===== config.mk =====
export PLATFORM = sky130hd
export DESIGN_NAME = ir_key_decoder
export DESIGN_NICKNAME = d
export VERILOG_FILES = /design/src/rtl/ir_key_decoder.sv
export SDC_FILE = /design/constraint.sdc
export NUM_CORES = 1
export LEC_CHECK = 0
export ABC_AREA = 1
export BUFFER_PORTS_ARGS = -buffer_cell sky130_fd_sc_hd__buf_4
export CAP_MARGIN = 15
export CORE_MARGIN = 5
export CORE_UTILIZATION = 35
export CTS_BUF_LIST = sky130_fd_sc_hd__clkbuf_8 sky130_fd_sc_hd__clkbuf_16
export DETAILED_ROUTE_END_ITERATION = 10
export GPL_TIMING_DRIVEN = 0
export PLACE_DENSITY_LB_ADDON = 0.08
export SYNTH_ARGS = -nofsm -noshare
export SYNTH_HDL_FRONTEND = slang
export SYNTH_SLANG_ARGS = --single-unit

===== constraint.sdc =====
create_clock -name CLK -period 3.5 [get_ports CLK]
set_clock_uncertainty 0.1 [all_clocks]
set_input_delay 0.175 -clock CLK [delete_from_list [all_inputs] [get_ports CLK]]
set_output_delay 0.175 -clock CLK [all_outputs]
set_load 0.05 [all_outputs]

===== src/rtl/ir_key_decoder.sv =====
// ir_key_decoder: validates NEC frames, filters address, suppresses held-key repeats, queues keys.
module ir_key_decoder #(
  parameter int          CLK_MHZ    = 50,
  parameter bit          ADDR_CHECK = 1'b1,
  parameter logic [7:0]  IR_ADDRESS = 8'h00,
  parameter int          HOLDOFF_MS = 200,
  parameter int          FIFO_DEPTH = 4
) (
  input  logic        CLK,
  input  logic        RST,
  input  logic [31:0] IR_DATA,
  input  logic        IR_DATA_READY,
  input  logic [7:0]  IR_ERROR_CODE,
  output logic        KEY_VALID,
  output logic [7:0]  KEY_CODE,
  input  logic        KEY_READY,
  output logic        OVERFLOW,
  output logic [7:0]  ERR_COUNT
);
  localparam int PW = $clog2(FIFO_DEPTH);
  localparam int PRE_N = CLK_MHZ * 1000;
  localparam int SW = $clog2(PRE_N);
  localparam logic [SW-1:0] PRE_MAX = SW'(PRE_N - 1);
  localparam logic [PW:0] PTR_ONE = (PW+1)'(1);
  logic [31:0] frame_q;
  logic [7:0] err_q;
  logic chk_v_q;
  logic [SW-1:0] pre_q, pre_d;
  logic [15:0] timer_q, timer_d;
  logic [7:0] last_q, last_d, err_cnt_q, err_cnt_d;
  logic [PW:0] wr_q, wr_d, rd_q, rd_d;
  logic ovf_q, ovf_d;
  logic [7:0] mem_q [FIFO_DEPTH];
  logic [7:0] cmd;
  logic tick, reject, repeat_hit, push, pop, full, empty, wr_en;
  always_comb begin
    cmd = frame_q[15:8];
    reject = err_q != 8'd0 || cmd != ~frame_q[7:0] ||
             (ADDR_CHECK && (frame_q[31:24] != ~frame_q[23:16] || frame_q[31:24] != IR_ADDRESS));
    repeat_hit = cmd == last_q && timer_q != 16'd0;
    push = chk_v_q && !reject && !repeat_hit;
    empty = wr_q == rd_q;
    full = wr_q[PW] != rd_q[PW] && wr_q[PW-1:0] == rd_q[PW-1:0];
    pop = !empty && KEY_READY;
    wr_en = push && (!full || pop);
    tick = pre_q == PRE_MAX;
    pre_d = tick ? '0 : pre_q + SW'(1);
    // Any valid frame (accepted or repeat) restarts the holdoff window; reload beats a tick.
    timer_d = (chk_v_q && !reject) ? 16'(HOLDOFF_MS) :
              (tick && timer_q != 16'd0) ? timer_q - 16'd1 : timer_q;
    last_d = push ? cmd : last_q;
    err_cnt_d = (chk_v_q && reject && err_cnt_q != 8'hFF) ? err_cnt_q + 8'd1 : err_cnt_q;
    wr_d = wr_en ? wr_q + PTR_ONE : wr_q;
    rd_d = pop ? rd_q + PTR_ONE : rd_q;
    ovf_d = ovf_q || (push && full && !pop);
  end
  always_ff @(posedge CLK) begin
    if (RST) begin
      chk_v_q <= 1'b0;
      pre_q <= '0;
      timer_q <= '0;
      last_q <= '0;
      err_cnt_q <= '0;
      wr_q <= '0;
      rd_q <= '0;
      ovf_q <= 1'b0;
    end else begin
      chk_v_q <= IR_DATA_READY;
      pre_q <= pre_d;
      timer_q <= timer_d;
      last_q <= last_d;
      err_cnt_q <= err_cnt_d;
      wr_q <= wr_d;
      rd_q <= rd_d;
      ovf_q <= ovf_d;
    end
  end
  always_ff @(posedge CLK) begin
    if (IR_DATA_READY) begin
      frame_q <= IR_DATA;
      err_q <= IR_ERROR_CODE;
    end
  end
  always_ff @(posedge CLK) begin
    if (wr_en) mem_q[wr_q[PW-1:0]] <= cmd;
  end
  assign KEY_VALID = !empty;
  assign KEY_CODE = empty ? 8'd0 : mem_q[rd_q[PW-1:0]];
  assign OVERFLOW = ovf_q;
  assign ERR_COUNT = err_cnt_q;
endmodule

==> flow_metrics.tcl <==
set metrics [dict create \
    yosys.area.top_type_share 0.349 \
    synth_compound_gate_area_share 0.0498 \
    synth_area_sq_um 6200 \
    cts_inserted_buffers 17 \
    routed_via_density 4.57 \
    critPathRequiredTime_ps 3430 \
    pre_cts_ws_ps 695 \
    synth_simple_gate_area_frac 0.293 \
    number_of_global_route_vias_before_repair 4984 \
    drv_slew 0 \
    muxShareOfSynthArea 0 \
    period_needed_ps 2780 \
    route.vias.total 5016 \
    clock_path_buffers 2 \
    final-hold-violation-count 0 \
    crit_slowest_cell "nor2_1" \
    post_dp_cell_area_sq_um 6940 \
    cts_post_setup_buffers_inserted 0 \
    globalRoute.busiestLayer "met2" \
    area_growth_pct 27.9 \
    fin_crit_sh 0.794 \
    status "finished, final reports clean" \
    ys_seq_area_frac 0.536 \
    remaining_drc_errors 0 \
    clock_tree_from_tritoncts "yes" \
    timing.setup.tns_ps 0 \
    timing.critical_path.from_type "flip-flop" \
    io_pins 62 \
    synth-edff-count 72 \
    crit_chain "nand2_1, clkinv_1, nor2_1, nand2_1, nor2_2, nand3_2, nor2_4, nand4_2, nor2_1" \
    ant_cells 0 \
    postSynthRegisterBits 130 \
    drt_pass1_iterations 6 \
    syn_warnings 0 \
    worst_hold_path.num_cells 4 \
    grt_util_all_layers 0.145 \
    grt_max_degree 42 \
    cts.reportedPaths.clkPinSlew_ps 50 \
    numPortBuffers 61 \
    drt-initial-drc-count 218 \
    final_nets 912 \
    route.detailed.wl_per_inst_um 12.6 \
    timing.final.ws_setup_ps 722 \
    ant_nets 0 \
    synth.area.top_cells "edfxtp_1, dfxtp_1, nand2_1" \
    core_region_area_sq_um 17400 \
    insertion_delay_ps 410 \
    rsz0062_at_grt "no" \
    fmax_ghz 0.360 \
    routed_wirelength_um 13800 \
    cts-resized-gates 0 \
    gp_congestion 0.837 \
    asyncSetResetFlopFracSynth 0 \
    die_y_um 143 \
    post-layout-total-power_uw 3840 \
    synth_common_cells "nand2_1, nor2_1, inv_1, edfxtp_1, dfxtp_1" \
    grt_overflow 0 \
    power.density_nw_per_um2 484 \
    synth_top_family_by_area "simple AND/OR/NAND/NOR gates" \
    use_met2 0.240 \
    timing_worst_slew_pin_value_ps 877 \
    synth_fa_ha_area_frac 0.0182 \
    post_synth_xor_area_fraction 0.0367 \
    groute.layer.met1.usage 0.185 \
    slowest_delay_ps 740 \
    die-width_um 143 \
    yosys.cell_count.top_type "nand2_1" \
    cp_max_fo 9 \
    arrival_ps 2710 \
    maxCapViolCount 0 \
    design.die.area_sq_um 20500 \
    grtUsageMet3 0.0325 \
    start_util 0.357 \
    antenna_found_initial 0 \
    post_route_cell_area_sq_um 7940 \
    synth_area_per_cell_sq_um 8.39 \
    ir_drop_mv 0.322 \
    timing.hold.worst.class "input port to flip-flop" \
    slew-limit-headroom 0.413 \
    ys_types 37 \
    clk_root_buffer_cell "clkbuf_16" \
    synth_nets 792 \
    timing.critical_path.to_type "flip-flop" \
    setup_violations 0 \
    synthDominantAreaCellType "edfxtp_1" \
    layout-drive-gt1-share 0.149 \
    detailed_place_hpwl_um 9840 \
    h-tree-depth 4 \
    clkSinkCount 130 \
    wire_length_of_the_first_global_routing_pass_um 23700 \
    standard_cell_row_count 48 \
    p_leak_uw 0.00342 \
    critical_path_class "flip-flop to flip-flop" \
    cells_after_synth 739 \
    finalHoldWorstSlack_ps 29.7 \
    synth_flop_cell "edfxtp_1" \
    depth_of_the_worst_register_to_register_path 9 \
]
==> layer usage <==
layer / wire, um / share of wire / up-vias
met5: 0 / 0 / -
met4: 238 / 0.017 / 0
met3: 552 / 0.040 / 17
met2: 6370 / 0.46 / 100
met1: 6640 / 0.48 / 2282
li1: - / - / 2617
==> sequential cells by signal, indices dropped and copies added, names as in the netlist, named ones only <==
register / flops
wr_q: 3
OVERFLOW: 1
timer_q: 16
rd_q: 3
err_q: 8
frame_q: 32
pre_q: 16
chk_v_q: 1
ERR_COUNT: 8
mem_q: 32
last_q: 8
==> kinds of logic after synthesis <==
group,count (synthesis)
AO/OA/AOI/OAI,53
adder cells (fa/ha/maj),9
AND/OR/NAND/NOR,415
flip-flops,130
buffers and inverters,106
XOR/XNOR,26
==> final timing paths <==
check	start	end	slack, ps
setup / recovery	frame_q[9]$_DFFE_PP_	mem_q[3][0]$_DFFE_PP_	720
hold reg to reg	pre_q[0]$_SDFF_PP0_	pre_q[0]$_SDFF_PP0_	340
setup reg to reg	frame_q[9]$_DFFE_PP_	mem_q[3][0]$_DFFE_PP_	720
hold / removal	KEY_READY	rd_q[0]$_SDFFE_PP0N_	30
==> worst max-delay path: cells and delay by family (launching register included) <==
kind	cells	cell delay, ps
AND/OR/NAND/NOR	8	1690
flip-flops	1	560
buffers and inverters	1	60
==> report_power, final <==
group	internal, uW	switching, uW
clock network	1110	653
logic	146	215
registers	1670	49.8
total	2920	918
==> area by class of cell <==
class	instances	area, sq um
Timing Repair Buffer	101	858
Clock inverter	15	168
Multi-Input combinational cell	503	2470
Tap cell	225	282
Clock buffer	17	425
Fill cell	1678	9420
Sequential cell	130	3320
Inverter	97	364
Buffer	9	47.5
==> placed cells by master, fill, tap and decap left out, types with 9 or more instances in the layout <==
cell / instances
a21oi_1: 28
buf_4: 62
clkbuf_16: 17
dfxtp_1: 58
dlygate4sd3_1: 40
edfxtp_1: 72
ha_1: 9
inv_1: 86
inv_2: 9
nand2_1: 199
nand3_1: 24
nand4_1: 15
nor2_1: 131
nor3_1: 13
o21ai_0: 14
xor2_1: 19
==> metrics by stage <==
stage	instances	util
2_1_floorplan	739	-
3_3_place_gp	1025	0.400
3_5_place_dp	1025	0.400
4_1_cts	1097	0.457
5_1_grt	1097	0.457
6_report	1097	0.457
==> timing repair <==
action,CTS,global route
endpoints found under the setup margin,0,0
endpoints found under the hold margin,40,0
hold buffers,40,0
No activity file was read; power rests on OpenSTA's default activity.
